$ cat src/rtl/uart_word_loader_if.sv
// Bus between the word loader and its environment: the serial input and
// address window in, the BRAM write port and status flags out.
interface uart_word_loader_if #(
  parameter int ADDR_W     = 14,
  parameter int WORD_BYTES = 1
);
  logic                    ena;
  logic                    rxd;
  logic [ADDR_W-1:0]       base_addr;
  logic [ADDR_W-1:0]       last_addr;
  logic                    mem_en;
  logic                    mem_we;
  logic [ADDR_W-1:0]       mem_addr;
  logic [8*WORD_BYTES-1:0] mem_din;
  logic                    load_done;
  logic                    frame_err;
  logic                    parity_err;
  logic [ADDR_W:0]         word_count;

  // Loader side
  modport slave (
    input  ena, rxd, base_addr, last_addr,
    output mem_en, mem_we, mem_addr, mem_din, load_done, frame_err,
           parity_err, word_count
  );

  // Environment side
  modport master (
    output ena, rxd, base_addr, last_addr,
    input  mem_en, mem_we, mem_addr, mem_din, load_done, frame_err,
           parity_err, word_count
  );
endinterface

$ cat src/rtl/uart_word_loader.sv
// UART receiver that packs WORD_BYTES bytes per word and writes the words
// into a BRAM from base_addr up to last_addr, then stops for good.
module uart_word_loader #(
  parameter int CLK_FREQ      = 100_000_000,
  parameter int BAUD_RATE     = 9_600,
  parameter int OVERSAMPLE    = 16,
  parameter int WORD_BYTES    = 1,
  parameter int ADDR_W        = 14,
  parameter int PARITY        = 0,
  parameter int LITTLE_ENDIAN = 1
) (
  input  logic                clk,
  input  logic                reset,
  uart_word_loader_if.slave   bus
);
  localparam int DIV = CLK_FREQ / (BAUD_RATE * OVERSAMPLE);
  localparam int DW  = (DIV > 1) ? $clog2(DIV) : 1;
  localparam int SW  = $clog2(OVERSAMPLE);
  localparam int BW  = (WORD_BYTES > 1) ? $clog2(WORD_BYTES) : 1;
  localparam logic [SW-1:0] SAMP_HALF = SW'(OVERSAMPLE/2 - 1);
  localparam logic [SW-1:0] SAMP_LAST = SW'(OVERSAMPLE - 1);

  typedef enum logic [2:0] {IDLE, START, DATA, PAR, STOP, DONE} state_t;

  state_t          state_q, state_d;
  logic [DW-1:0]   div_q;
  logic            tick;
  logic [SW-1:0]   samp_q, samp_d;
  logic [2:0]      bit_q, bit_d;
  logic            rxd_s1, rxd_s;
  logic            shift_en, par_en, stop_en;
  logic [7:0]      shreg;
  logic            par_bit, par_ok;
  logic [BW-1:0]   byte_idx, lane;
  logic            idx_last, pend, last_write;

  assign bus.mem_en = bus.ena;
  assign tick       = (div_q == DW'(DIV - 1));
  assign idx_last   = (byte_idx == BW'(WORD_BYTES - 1));
  assign last_write = bus.mem_we && (bus.mem_addr == bus.last_addr);
  assign lane       = (LITTLE_ENDIAN != 0) ? byte_idx
                                           : BW'(WORD_BYTES - 1) - byte_idx;

  // Even parity wants the XOR over data+parity to be 0, odd wants 1
  always_comb begin
    par_ok = 1'b1;
    if (PARITY == 1) par_ok = ~^{shreg, par_bit};
    else if (PARITY == 2) par_ok = ^{shreg, par_bit};
  end

  // Two-flop synchroniser for the asynchronous pin; idles high
  always_ff @(posedge clk) begin
    if (reset) begin
      rxd_s1 <= 1'b1;
      rxd_s  <= 1'b1;
    end else begin
      rxd_s1 <= bus.rxd;
      rxd_s  <= rxd_s1;
    end
  end

  // Free-running oversample tick generator
  always_ff @(posedge clk) begin
    if (reset) div_q <= '0;
    else if (tick) div_q <= '0;
    else div_q <= div_q + DW'(1);
  end

  // FSM and sample/bit counter registers
  always_ff @(posedge clk) begin
    if (reset) begin
      state_q <= IDLE;
      samp_q  <= '0;
      bit_q   <= '0;
    end else begin
      state_q <= state_d;
      samp_q  <= samp_d;
      bit_q   <= bit_d;
    end
  end

  // Next state: the sample counter is re-zeroed at mid start bit, so each
  // later wrap at SAMP_LAST lands in the middle of the following bit
  always_comb begin
    state_d  = state_q;
    samp_d   = samp_q;
    bit_d    = bit_q;
    shift_en = 1'b0;
    par_en   = 1'b0;
    stop_en  = 1'b0;
    case (state_q)
      IDLE: if (tick && bus.ena && !rxd_s) begin
        state_d = START;
        samp_d  = '0;
      end
      START: if (tick) begin
        if (samp_q == SAMP_HALF) begin
          samp_d = '0;
          if (rxd_s) state_d = IDLE;
          else begin
            state_d = DATA;
            bit_d   = '0;
          end
        end else samp_d = samp_q + SW'(1);
      end
      DATA: if (tick) begin
        if (samp_q == SAMP_LAST) begin
          samp_d   = '0;
          shift_en = 1'b1;
          bit_d    = bit_q + 3'd1;
          if (bit_q == 3'd7) state_d = (PARITY != 0) ? PAR : STOP;
        end else samp_d = samp_q + SW'(1);
      end
      PAR: if (tick) begin
        if (samp_q == SAMP_LAST) begin
          samp_d  = '0;
          par_en  = 1'b1;
          state_d = STOP;
        end else samp_d = samp_q + SW'(1);
      end
      STOP: if (tick) begin
        if (samp_q == SAMP_LAST) begin
          samp_d  = '0;
          stop_en = 1'b1;
          state_d = IDLE;
        end else samp_d = samp_q + SW'(1);
      end
      default: ;
    endcase
    if (last_write) state_d = DONE;
  end

  // Byte assembly, word commit (held while ena=0), address/flag tracking
  always_ff @(posedge clk) begin
    if (reset) begin
      shreg          <= '0;
      par_bit        <= 1'b0;
      byte_idx       <= '0;
      pend           <= 1'b0;
      bus.mem_we     <= 1'b0;
      bus.mem_din    <= '0;
      bus.mem_addr   <= bus.base_addr;
      bus.word_count <= '0;
      bus.load_done  <= 1'b0;
      bus.frame_err  <= 1'b0;
      bus.parity_err <= 1'b0;
    end else begin
      bus.mem_we <= 1'b0;
      if (shift_en) shreg <= {rxd_s, shreg[7:1]};
      if (par_en) par_bit <= rxd_s;
      if (stop_en) begin
        if (!rxd_s) bus.frame_err <= 1'b1;
        else if (!par_ok) bus.parity_err <= 1'b1;
        else begin
          for (int i = 0; i < WORD_BYTES; i++)
            if (lane == BW'(i)) bus.mem_din[8*i +: 8] <= shreg;
          if (idx_last) begin
            if (bus.ena) bus.mem_we <= 1'b1;
            else pend <= 1'b1;
          end else byte_idx <= byte_idx + BW'(1);
        end
      end
      if (pend && bus.ena) begin
        bus.mem_we <= 1'b1;
        pend       <= 1'b0;
      end
      if (bus.mem_we) begin
        bus.word_count <= bus.word_count + (ADDR_W+1)'(1);
        byte_idx       <= '0;
        if (bus.mem_addr == bus.last_addr) bus.load_done <= 1'b1;
        else bus.mem_addr <= bus.mem_addr + ADDR_W'(1);
      end
    end
  end
endmodule

$ cat src/flat_wrapper.sv
// flat-port wrapper written by rule: the top's interface ports become plain ports
module uart_word_loader_flat 
#(
  parameter int CLK_FREQ      = 100_000_000,
  parameter int BAUD_RATE     = 9_600,
  parameter int OVERSAMPLE    = 16,
  parameter int WORD_BYTES    = 1,
  parameter int ADDR_W        = 14,
  parameter int PARITY        = 0,
  parameter int LITTLE_ENDIAN = 1
)
  (clk, reset, bus_ena, bus_rxd, bus_base_addr, bus_last_addr, bus_mem_en, bus_mem_we, bus_mem_addr, bus_mem_din, bus_load_done, bus_frame_err, bus_parity_err, bus_word_count);
  uart_word_loader_if #(.ADDR_W(ADDR_W), .WORD_BYTES(WORD_BYTES)) bus_i ();
  input  logic clk;
  input  logic reset;
  input wire logic [$bits(bus_i.ena)-1:0] bus_ena;
  input wire logic [$bits(bus_i.rxd)-1:0] bus_rxd;
  input wire logic [$bits(bus_i.base_addr)-1:0] bus_base_addr;
  input wire logic [$bits(bus_i.last_addr)-1:0] bus_last_addr;
  output wire logic [$bits(bus_i.mem_en)-1:0] bus_mem_en;
  output wire logic [$bits(bus_i.mem_we)-1:0] bus_mem_we;
  output wire logic [$bits(bus_i.mem_addr)-1:0] bus_mem_addr;
  output wire logic [$bits(bus_i.mem_din)-1:0] bus_mem_din;
  output wire logic [$bits(bus_i.load_done)-1:0] bus_load_done;
  output wire logic [$bits(bus_i.frame_err)-1:0] bus_frame_err;
  output wire logic [$bits(bus_i.parity_err)-1:0] bus_parity_err;
  output wire logic [$bits(bus_i.word_count)-1:0] bus_word_count;
  assign bus_i.ena = bus_ena;
  assign bus_i.rxd = bus_rxd;
  assign bus_i.base_addr = bus_base_addr;
  assign bus_i.last_addr = bus_last_addr;
  assign bus_mem_en = bus_i.mem_en;
  assign bus_mem_we = bus_i.mem_we;
  assign bus_mem_addr = bus_i.mem_addr;
  assign bus_mem_din = bus_i.mem_din;
  assign bus_load_done = bus_i.load_done;
  assign bus_frame_err = bus_i.frame_err;
  assign bus_parity_err = bus_i.parity_err;
  assign bus_word_count = bus_i.word_count;
  uart_word_loader #(.CLK_FREQ(CLK_FREQ), .BAUD_RATE(BAUD_RATE), .OVERSAMPLE(OVERSAMPLE), .WORD_BYTES(WORD_BYTES), .ADDR_W(ADDR_W), .PARITY(PARITY), .LITTLE_ENDIAN(LITTLE_ENDIAN)) u_core (.clk(clk), .reset(reset), .bus(bus_i));
endmodule
$ cat config.mk
export PLATFORM = sky130hd
export DESIGN_NAME = uart_word_loader_flat
export DESIGN_NICKNAME = d
export VERILOG_FILES = /design/src/rtl/uart_word_loader_if.sv /design/src/rtl/uart_word_loader.sv /design/src/flat_wrapper.sv
export SDC_FILE = /design/constraint.sdc
export NUM_CORES = 1
export LEC_CHECK = 0
export BUFFER_PORTS_ARGS = -buffer_cell sky130_fd_sc_hd__buf_2
export CORE_MARGIN = 2
export CORE_UTILIZATION = 59
export CTS_CLUSTER_DIAMETER = 30
export CTS_CLUSTER_SIZE = 28
export DETAILED_ROUTE_END_ITERATION = 10
export GPL_TIMING_DRIVEN = 0
export PLACE_DENSITY_LB_ADDON = 0.25
export SYNTH_ARGS = -nofsm -noshare
export SYNTH_HDL_FRONTEND = slang
export SYNTH_SLANG_ARGS = --single-unit
$ cat constraint.sdc
create_clock -name clk -period 3.15 [get_ports clk]
set_clock_uncertainty 0.05 [all_clocks]
set_input_delay 0.315 -clock clk [delete_from_list [all_inputs] [get_ports clk]]
set_output_delay 0.315 -clock clk [all_outputs]
set_load 0.005 [all_outputs]
Word-level counts from Yosys, hierarchy flattened
Index checks and enable logic that the tools add are counted.
W data, S select, Z words.
Storage, ports and cells
  bits in registers: 72
  logic and storage cells: 121
Cells by class
  $add $sub $neg: 6
  equal/unequal tests: 32
  mux-type cells: 38
  bitwise gates (word level): 3
  reduce and logical (&&, ||, !) cells: 26
Operators with widths (number)
  $mux W3: 16
  $mux W14: 3
  $ne A3 B1 Y1 const B: 10
  $ne A2 B1 Y1 const B: 11
  $reduce_and A11 Y1: 2
  $mux W4: 5
  $add A15 B1 Y15 const B: 1
  $pmux W3 S5: 1
  $add A14 B1 Y14 const B: 1
  $eq A14 B14 Y1: 1
  $pmux W4 S3: 1
  $add A10 B1 Y10 const B: 1
  $eq A10 B10 Y1 const B: 1
  $mux W1: 10
  $reduce_and A2 Y1: 4
  $reduce_and A4 Y1: 2
  $reduce_or A2 Y1: 4
  $eq A3 B2 Y1 const B: 2
  $eq A3 B3 Y1 const B: 2
  $pmux W3 S2: 1
  $reduce_and A6 Y1: 1
  $reduce_bool A6 Y1: 1
  $reduce_bool A5 Y1: 1
  $add A4 B1 Y4 const B: 1
  other kinds (15): 22

Logic depth before layout (Yosys ltp)
Gate-level depths: netlist (run 1).
  depth after elaboration: 6
  gate-level depth with buffers: 7
  mapped depth without buffers: 7

Worst setup path after synthesis (run 1)
Ideal clock, no wire load.
  path kind: register to register
  start point: register u_core.bus.mem_addr[2]
  end point: register u_core.bus.mem_addr[0] (enable)
  arrival time: 1.576 ns
  required time: 2.796 ns
  slack: 1.220 ns
  cell stages (with the launch flop): 7
  period minus slack after synthesis: 1.930 ns
  path through: edfxtp_1 > clkbuf_1 > xnor2_1 > o221ai_1 > nor4_1 > nand3_1 > a21o_1
On the way
  word-level cells in the longest chain between the ends: 3
RTL lines
  start: declaration: RTL line uart_word_loader_if.sv:23  | output mem_en, mem_we, mem_addr, mem_din, load_done, frame_err,
  start signal: assignment: RTL line uart_word_loader.sv:142  | bus.mem_addr <= bus.base_addr;
  start signal: assignment: RTL line uart_word_loader.sv:171  | else bus.mem_addr <= bus.mem_addr + ADDR_W'(1);
  $eq A14 B14 Y1: RTL line uart_word_loader.sv:170  | if (bus.mem_addr == bus.last_addr) bus.load_done <= 1'b1;
  $ne A2 B2 Y1 (no source line)
  $reduce_and A2 Y1 (no source line)
Every way passes these cells.
A chain may end at the register's enable or synchronous reset.

Final worst setup path (run 1)
  start point: register u_core.samp_q[0]
  end point: register u_core.shreg[1]
On the way
  word-level cells in the longest chain between the ends: 4
RTL lines
  start: declaration: RTL line uart_word_loader.sv:28  | logic [SW-1:0] samp_q, samp_d;
  start signal: assignment: RTL line uart_word_loader.sv:77  | samp_q <= samp_d;
  $eq A4 B4 Y1: RTL line uart_word_loader.sv:107  | if (samp_q == SAMP_LAST) begin
  $mux W1
  $mux W1: RTL line uart_word_loader.sv:106  | DATA: if (tick) begin
  $mux W1: RTL line uart_word_loader.sv:91  | case (state_q)
  end signal: assignment: RTL line uart_word_loader.sv:149  | if (shift_en) shreg <= {rxd_s, shreg[7:1]};
  end: declaration: RTL line uart_word_loader.sv:32  | logic [7:0] shreg;
Every way passes these cells.

==> results.txt, run 1 <==
Clk Latency, worst-skew pair: 0.34 ns
Num rows: 27
Gr ovfl total: 0
R2R Setup Slk: 0.80 ns
Setup crit start kind: flop
Hold WC Path Type: input pin to flop
Clk buf depth: 2
Hold Buf Count CTS: 0
Post-route cell area: 0.004118 mm^2
Drt drc: 0
Post-CTS setup buffers: 0
Clk sink count: 71
Die width: 80.66 um
Routed WL per cell: 14.53 um
Worst Hold Launch: bus_rxd
Largest net degree at the start of global routing: 15
Average via count per standard cell: 5.538
Filler cells: 429
Syn. warnings: 0
Pins Over Slew Limit: 0
Seq/Total Area, Yosys: 45.04%
Worst path required time: 3.32 ns
Mapped Cells: 371
Met3 Use GR: 3.596%
Diodes inserted: 0
Hold path depth: 2
Vias: 2935
First DRT Iteration DRCs: 123
Met2 usage: 43.00%
Leak Pwr: 1.807 nW
Synth area leaders: dfxtp_1 33%, edfxtp_1 12%, nor2_1 6.2%
Synth Flop Type: dfxtp_1
CP Capture Type: flop
Post-Syn Area: 0.003467 mm^2
Nets: 492
CTS tree: built
#FFs+latches synth: 71
Total power: 1.856 mW
Number of synthesized flops with an enable pin: 14
Syn-to-layout area delta: 18.77%
Worst-Margin Slew: 0.8641 ns
Worst r2r src: u_core.samp_q[0]$_SDFFE_PP0P_
FF-to-FF path depth: 7
Commonest non-fill, non-tap cell in the layout: buf_2
GP Congestion: 0.8491
Max Fclk: 425.5 MHz
Num CTS Buffers: 9
Final hold vios: 0
Most frequent cells in the layout: 75 x buf_2, 57 x nor2_1, 57 x dfxtp_1
Fin Hold WS: 0.1041 ns
Max_slew headroom: 42.27%
Distinct cells, synth: 52
Yosys top cell area share: 32.91%
Post-Syn Nets: 410
Yosys top cell by area: dfxtp_1
RSZ-0062 raised after global routing: false
Top Usage Layer GRT: met2
Final min period: 2.350 ns
CTS clk-pin slew, worst paths: 0.08 ns
Half-perimeter wire length after placement: 5581 um
Total global-route track usage: 25.26%
Period Utilization, post-route: 74.61%
Max VDD drop: 0.0002952 V
Die ar.: 0.006505 mm^2
Initial antenna violation count: 0
Status: finished clean
Final wirelength: 7702 um
Setup CP Type: flop to flop
ANT nets after route: 0
Layout cell share with drive strength beyond 1: 23.36%
H-tree levels: 3
Max FO, Critical Path: 8
Dpl ws: 0.9043 ns
Post-synth ARST share: 0%
GR Layer Usage met1: 31.76%
Crit path from: u_core.samp_q[0]$_SDFFE_PP0P_
Max-cap violations: 0
Core area: 0.005574 mm^2
Setup violators final: 0
Global-route wire length before repair: 12620 um
Final TNS setup: 0 ns
Post_cts resized: 0
Initial Utilization: 62.20%
Vias in the first global route: 2808
Final worst-path setup slack: 0.7998 ns
Avg Inst Size Synth: 9.345 um^2
Port Buf Inserts: 71
Post-DP Area: 0.003913 mm^2
Drt pass-1 iters: 4
Cell Pwr Density: 450.7 mW/mm^2
Root Buffer: clkbuf_8
Die height: 80.66 um
Arrival time worst endpoint: 2.52 ns
# IOs: 74
[critical path, stage by stage (launching register included)]
cell and delay [ns]:
dfxtp_1 0.39, ha_1 0.30, and3_1 0.19, clkbuf_1 0.31, nor4b_4 0.37, nand2_2 0.25, mux2i_1 0.30, nor2_1 0.07
[sequential cells by signal, indices dropped and copies added (netlist names)]
register / cells
u_core.bus.word_count: 15
u_core.bus.mem_addr: 14
u_core.div_q: 10
u_core.bus.mem_din: 8
u_core.shreg: 8
u_core.samp_q: 4
u_core.bit_q: 3
u_core.state_q: 3
u_core.bus.frame_err: 1
u_core.bus.load_done: 1
u_core.bus.mem_we: 1
u_core.pend: 1
u_core.rxd_s: 1
u_core.rxd_s1: 1
[cell type report]
type,instances,area [um^2],area share (%)
Multi-Input combinational cell,270,1777,43.15
Sequential cell,71,1562,37.92
Timing Repair Buffer,71,355.3,8.630
Clock buffer,11,141.4,3.434
Tap cell,72,90.09,2.188
Buffer,19,87.58,2.127
Clock inverter,5,63.81,1.550
Inverter,11,41.29,1.003
[per-stage QoR]
step | util [%] | instances
2_1_floorplan | - | 371
3_3_place_gp | 70.19 | 514
3_5_place_dp | 70.19 | 514
4_1_cts | 73.87 | 530
5_1_grt | 73.87 | 530
6_report | 73.87 | 530
[cells in the mapped netlist, drive strengths merged (2+ instances only)]
library cell,number
a21oi,5
a31oi,5
and3,7
buf,10
clkbuf,9
dfxtp,57
edfxtp,14
ha,7
inv,11
mux2,3
mux2i,17
nand2,31
nand2b,2
nand3,18
nand4,11
nor2,57
nor3,9
nor4,7
o2111ai,2
o211a,2
o21ai,16
or2,3
xnor2,24
xor2,24
[worst paths after layout]
path,end
hold reg to reg,u_core.rxd_s$_SDFF_PP1_
hold / removal,u_core.rxd_s1$_SDFF_PP1_
setup / recovery,u_core.shreg[1]$_SDFFE_PP0P_
setup reg to reg,u_core.shreg[1]$_SDFFE_PP0P_
[routing by layer]
| layer | wire [um] | share of wire (%) | vias up |
|---|---|---|---|
| met5 | 0 | 0 | - |
| met4 | 135 | 1.8 | 0 |
| met3 | 346 | 4.5 | 12 |
| met2 | 3761 | 49 | 73 |
| met1 | 3459 | 45 | 1402 |
| li1 | - | - | 1448 |
[report_power, final]
group | internal, mW | total (mW) | switching, mW | leakage [nW]
logic | 0.0627 | 0.133 | 0.0699 | 1.11
registers | 0.949 | 0.974 | 0.0248 | 0.599
clock network | 0.395 | 0.749 | 0.355 | 0.101
total | 1.41 | 1.86 | 0.449 | 1.81
[kinds of logic (layout without fill, tap and decap cells)]
logic type,count (synthesis),after routing,synth area share (%)
XOR/XNOR,48,48,12.13
AND/OR/NAND/NOR,155,155,22.95
flip-flops,71,71,45.04
buffers and inverters,30,117,3.717
adder cells (fa/ha/maj),7,7,2.526
AO/OA/AOI/OAI,39,39,7.651
other,1,1,0.1082
multiplexers,20,20,5.882
(Power assumes the default switching activity.)
==> run 2: changes to the inputs <==
--- a/config.mk
+++ b/config.mk
@@ -5,9 +5,10 @@
 export SDC_FILE = /design/constraint.sdc
 export NUM_CORES = 1
 export LEC_CHECK = 0
+export ABC_AREA = 1
 export BUFFER_PORTS_ARGS = -buffer_cell sky130_fd_sc_hd__buf_2
 export CORE_MARGIN = 2
-export CORE_UTILIZATION = 59
+export CORE_UTILIZATION = 49
 export CTS_CLUSTER_DIAMETER = 30
 export CTS_CLUSTER_SIZE = 28
 export DETAILED_ROUTE_END_ITERATION = 10
==> constraint.sdc (replaced) <==
create_clock -name clk -period 1.9 [get_ports clk]
set_clock_uncertainty 0.05 [all_clocks]
set_input_delay 0.19 -clock clk [delete_from_list [all_inputs] [get_ports clk]]
set_output_delay 0.19 -clock clk [all_outputs]
set_load 0.005 [all_outputs]
==> results.txt, run 2 <==
Pins Over Slew Limit: 0 (unchanged)
Diodes inserted: 0 (unchanged)
First DRT Iteration DRCs: 215 (+75%)
Final hold vios: 0 (unchanged)
Post-DP Area: 0.004078 mm^2 (+4.2%)
Global-route wire length before repair: 12700 um (+0.65%)
Layout cell share with drive strength beyond 1: 25.58% (+2.2 points)
Placed insts: 640 (+25%)
Syn-to-layout area delta: 24.07%
Distinct cells, synth: 45 (-13%)
Worst path required time: 1.96 ns (-1.36 ns)
Setup violators final: 0 (unchanged)
Initial Utilization: 50.06% (-12 points)
Arrival time worst endpoint: 1.89 ns (-0.63 ns)
Drt drc: 0 (unchanged)
Die width: 89.62 um (+11%)
Drt pass-1 iters: 4 (unchanged)
Total global-route track usage: 20.44% (-4.8 points)
Max-cap violations: 0 (unchanged)
FF-to-FF path depth: 8 (+1)
Reg with most FFs: u_core.bus.word_count
Synth area leaders: dfxtp_1 32%, edfxtp_1 12%, nand2_1 9.8%
Commonest non-fill, non-tap cell in the layout: nand2_1
Num CTS Buffers: 9 (unchanged)
CP Capture Type: flop
Most numerous cell in the Yosys netlist: nand2_1
Most frequent cells in the layout: 92 x nand2_1, 72 x buf_2, 56 x dfxtp_1
Max reg flops: 15 (unchanged)
Syn. warnings: 0 (unchanged)
Clk buf depth: 2 (unchanged)
Synth Flop Type: dfxtp_1
Leak Pwr: 1.880 nW (+4.0%)
Max VDD drop: 0.0004832 V (+64%)
Routed WL per cell: 12.11 um (-17%)
Seq/Total Area, Yosys: 43.47% (-1.6 points)
Num rows: 31 (+15%)
Die height: 89.62 um (+11%)
Cell Pwr Density: 833.8 mW/mm^2 (+85%)
Largest net degree at the start of global routing: 15 (unchanged)
Die ar.: 0.008032 mm^2 (+23%)
Max Fclk: 547.6 MHz (+29%)
Yosys top cell area share: 31.77% (-1.1 points)
Vias: 3289 (+12%)
Finished Layout Cells: 662 (+25%)
Port Buf Inserts: 71 (unchanged)
Biggest regs: u_core.bus.word_count (15), u_core.bus.mem_addr (14), u_core.div_q (10)
Period Utilization, post-route: 96.11% (+21 points)
Final min period: 1.826 ns (-0.5241 ns)
RSZ-0062 raised after global routing: true
Multi-input gate area: 0.001862 mm^2 (+4.8%)
Setup crit start kind: flop
Util after Layout: 62.11% (-12 points)
Yosys top cell by area: dfxtp_1
Dpl ws: -0.4313 ns (-1.336 ns)
GP Congestion: 0.9144 (+7.7%)
Clk sink count: 71 (unchanged)
CTS clk-pin slew, worst paths: 0.09 ns (about the same)
Filler cells: 652 (+52%)
Final wirelength: 8020 um (+4.1%)
Half-perimeter wire length after placement: 5744 um (+2.9%)
Post-Syn Area: 0.003592 mm^2 (+3.6%)
Root Buffer: clkbuf_8
Final worst-path setup slack: 0.07394 ns (-0.7259 ns)
Initial antenna violation count: 0 (unchanged)
Avg Inst Size Synth: 7.643 um^2 (-18%)
Post-Syn Nets: 509 (+24%)
Post-synth ARST share: 0% (unchanged)
Setup CP Type: flop to flop
Clk Latency, worst-skew pair: 0.34 ns (about the same)
Number of synthesized flops with an enable pin: 14 (unchanged)
Gr ovfl total: 0 (unchanged)
Register area: 0.001563 mm^2 (about the same)
Nets: 597 (+21%)
ANT nets after route: 0 (unchanged)
Max FO, Critical Path: 6 (-2)
Mapped Cells: 470 (+27%)
Post-route cell area: 0.004457 mm^2 (+8.2%)
Core area: 0.007176 mm^2 (+29%)
Max_slew headroom: 53.06% (+11 points)
# IOs: 74 (unchanged)
Vias in the first global route: 2884 (+2.7%)
Hold path depth: 3 (+1)
CTS tree: built
Average via count per standard cell: 4.968 (-10%)
#FFs+latches synth: 71 (unchanged)
Status: finished clean
H-tree levels: 3 (unchanged)
Hold WC Path Type: input pin to flop
Top cells by count, synth: 94 x nand2_1, 61 x nor2_1, 57 x dfxtp_1
Worst-Margin Slew: 0.7041 ns (-0.1600 ns)
## run 2: changes by cell type after synthesis, sizes merged, moves of 5 or more
cell / delta
buf: -6
and3: -6
a21oi: +32
nand2: +64
nand4: -5
nor4: -5
xor2: -15
mux2i: -17
xnor2: -18
nand3: +9
o21ai: +20
inv: +41
nor2: +13
## run 2: worst paths after layout
| path | slack (ns) | start | to |
|---|---|---|---|
| setup / recovery | 0.07 | u_core.bus.mem_addr[2]$_DFFE_PP_ | u_core.bus.mem_addr[11]$_DFFE_PP_ |
| hold / removal | 0.06 | bus_base_addr[11] | u_core.bus.mem_addr[11]$_DFFE_PP_ |
| setup reg to reg | 0.07 | u_core.bus.mem_addr[2]$_DFFE_PP_ | u_core.bus.mem_addr[11]$_DFFE_PP_ |
| hold reg to reg | 0.37 | u_core.rxd_s1$_SDFF_PP1_ | u_core.rxd_s$_SDFF_PP1_ |
## run 2: cell families after synthesis
| logic type | Yosys count | synth area share, % |
|---|---|---|
| AOI/OAI and AO/OA | 84 | 13.72 |
| xor gates and xnor gates | 15 | 3.657 |
| adders and majority gates | 7 | 2.438 |
| buffers and inverters | 67 | 7.558 |
| DFF | 71 | 43.47 |
| other | 1 | 0.1044 |
| and+or+nand+nor | 225 | 29.05 |
## run 2: cell type report
type	instances	share of cell area, %
clock buffers	11	3.902
clock inverters	5	1.460
plain buffers	12	1.291
repair buffers	76	8.928
inverters	55	4.801
flip-flops and latches	71	35.06
well taps	99	2.779
multi-input cells	333	41.77
## run 2: per-stage QoR
stage          total power, mW  hold WS [ns]  setup TNS [ns]
2_1_floorplan            2.164        0.2124               0
3_3_place_gp             2.315        0.3415          -5.923
3_5_place_dp             2.329        0.3431          -6.032
4_1_cts                  3.722       0.04925               0
5_1_grt                  3.908       0.06397         -0.1375
6_report                 3.716       0.06074               0
## run 2: worst max-delay path, stage by stage, from the launching register on
cell,delay (ns)
edfxtp_1,0.46
nand3_1,0.20
nor3_4,0.20
nand3_1,0.17
nor2_1,0.17
nand2_1,0.08
xor2_1,0.15
nand2_1,0.06
nand2_1,0.05
## run 2: where the power goes
part           internal (mW)  switching (mW)
logic                  0.251           0.423
registers               1.59          0.0626
clock network          0.782           0.604
total                   2.63            1.09
## run 2: routing by layer
layer,up-vias,part of all wire (%),track usage [%],wire length [um]
met3,4,4.4,4.662,354
li1,1715,-,-,-
met1,1499,47,26.30,3809
met4,0,0.81,6.106,65
met5,-,0,0,0
met2,71,47,34.29,3791
## run 2: what timing repair did
item | in CTS | in global routing
hold buffers | 2 | 0
setup endpoints to repair | 15 | 33
endpoints found under the hold margin | 2 | 0
setup buffers | 1 | 2
cloned | 1 | 0
pin swaps | 1 | 3
gates resized for setup | 2 | 21
==> run 3: changes to the inputs <==
--- a/config.mk
+++ b/config.mk
@@ -12,7 +12,6 @@
 export CTS_CLUSTER_DIAMETER = 30
 export CTS_CLUSTER_SIZE = 28
 export DETAILED_ROUTE_END_ITERATION = 10
-export GPL_TIMING_DRIVEN = 0
 export PLACE_DENSITY_LB_ADDON = 0.25
 export SYNTH_ARGS = -nofsm -noshare
 export SYNTH_HDL_FRONTEND = slang
==> results.txt, run 3 (synthesis gave the netlist of run 2 again) <==
Final min period: 1.799 ns (-0.02699 ns)
Clk sink count: 71 (unchanged)
Nets: 598 (+0.17%)
Num CTS Buffers: 9 (unchanged)
Post-route cell area: 0.004375 mm^2 (-1.8%)
RSZ-0062 raised after global routing: true
Max Fclk: 555.8 MHz (+1.5%)
CP Capture Type: flop
Cell Pwr Density: 783.2 mW/mm^2 (-6.1%)
Die width: 89.62 um (unchanged)
Fin Hold WS: 0.08137 ns (+0.02063 ns)
Root Buffer: clkbuf_8
Arrival time worst endpoint: 1.84 ns (-0.05 ns)
Period Utilization, post-route: 94.69% (-1.4 points)
Util after Layout: 60.98% (-1.1 points)
Vias: 3324 (+1.1%)
Reg with most FFs: u_core.bus.word_count
Num rows: 31 (unchanged)
Half-perimeter wire length after placement: 5742 um (about the same)
Gr ovfl total: 0 (unchanged)
Worst path required time: 1.94 ns (-0.02 ns)
Leak Pwr: 1.880 nW (about the same)
CTS tree: built
# IOs: 74 (unchanged)
Final hold vios: 0 (unchanged)
Post-DP Area: 0.004115 mm^2 (+0.92%)
Finished Layout Cells: 663 (+0.15%)
Max VDD drop: 0.0006211 V (+29%)
Syn-to-layout area delta: 21.80%
Final wirelength: 7748 um (-3.4%)
Most frequent cells in the layout: 94 x nand2_1, 72 x buf_2, 56 x nor2_1
Clk buf depth: 2 (unchanged)
Hold WC Path Type: input pin to flop
Die height: 89.62 um (unchanged)
Die ar.: 0.008032 mm^2 (unchanged)
Average via count per standard cell: 5.014 (+0.91%)
Drt pass-1 iters: 4 (unchanged)
Clk Latency, worst-skew pair: 0.34 ns (about the same)
Max-cap violations: 0 (unchanged)
Max reg flops: 15 (unchanged)
H-tree levels: 3 (unchanged)
Setup crit start kind: flop
Final TNS setup: 0 ns (unchanged)
ANT nets after route: 0 (unchanged)
Layout cell share with drive strength beyond 1: 26.42% (+0.84 points)
Setup violators final: 0 (unchanged)
Global-route wire length before repair: 12450 um (-2.0%)
Vias in the first global route: 2944 (+2.1%)
Largest net degree at the start of global routing: 27 (+12)
GP Congestion: 0.9266 (+1.3%)
Drt drc: 0 (unchanged)
CTS clk-pin slew, worst paths: 0.07 ns (-0.02 ns)
First DRT Iteration DRCs: 156 (-27%)
Biggest regs: u_core.bus.word_count (15), u_core.bus.mem_addr (14), u_core.div_q (10)
Commonest non-fill, non-tap cell in the layout: nand2_1
Max FO, Critical Path: 4 (-2)
Routed WL per cell: 11.69 um (-3.5%)
Port Buf Inserts: 72 (+1.4%)
Pins Over Slew Limit: 0 (unchanged)
Setup CP Type: flop to flop
Core area: 0.007176 mm^2 (unchanged)
Status: finished clean
Total global-route track usage: 19.78% (-0.66 points)
Diodes inserted: 0 (unchanged)
Initial Utilization: 50.06% (unchanged)
Initial antenna violation count: 0 (unchanged)
Placed insts: 641 (+0.16%)
## run 3: metal layers
metal  track usage (%)  up-vias  share of wire, %
met5                 0        -                 0
met4             7.734        0               1.2
met3             3.656        9               4.4
met2             32.89       69                47
met1             25.50     1528                48
li1                  -     1718                 -
## run 3: worst paths after layout
kind                                          from                           endpoint  slack [ns]  cells past startpoint
setup reg to reg  u_core.bus.mem_addr[1]$_DFFE_PP_  u_core.bus.mem_addr[10]$_DFFE_PP_        0.10                      8
hold / removal                   bus_base_addr[11]  u_core.bus.mem_addr[11]$_DFFE_PP_        0.08                      3
setup / recovery  u_core.bus.mem_addr[1]$_DFFE_PP_  u_core.bus.mem_addr[10]$_DFFE_PP_        0.10                      8
hold reg to reg           u_core.rxd_s1$_SDFF_PP1_            u_core.rxd_s$_SDFF_PP1_        0.36                      1
## run 3: critical path, stage by stage, from the launching register on
cell and delay [ns]:
edfxtp_1 0.41, ha_2 0.22, nand4_1 0.15, nor2_2 0.13, nand2_1 0.08, nor2_2 0.14
nand2_1 0.11, o21ai_0 0.17, o21ai_0 0.10
## run 3: area by class of cell
cell class | instances | area, um^2
Fill cell | 662 | 2800
Multi-Input combinational cell | 332 | 1793
Sequential cell | 71 | 1564
Timing Repair Buffer | 90 | 500.5
Inverter | 55 | 214.0
Clock buffer | 10 | 137.6
Tap cell | 99 | 123.9
Clock inverter | 6 | 42.54
## run 3: metrics by stage
step / power [mW] / worst slack [ns]
after floorplan: 2.164 / 0.09979
after global placement: 2.323 / 0.1304
after detailed placement: 2.347 / -0.01326
after CTS: 3.448 / 0.008459
after global routing: 3.623 / -0.03562
final: 3.427 / 0.1009
## run 3: timing repair
action	CTS	global route
resized for setup	0	11
hold buffers	2	0
endpoints found under the hold margin	2	0
endpoints found under the setup margin	0	30
setup buffers	0	4
## run 3: where the power goes
part | internal, mW | leakage (nW) | switching (mW)
Combinational | 0.258 | 1.19 | 0.424
Clock | 0.515 | 0.0935 | 0.578
Sequential | 1.59 | 0.600 | 0.0584
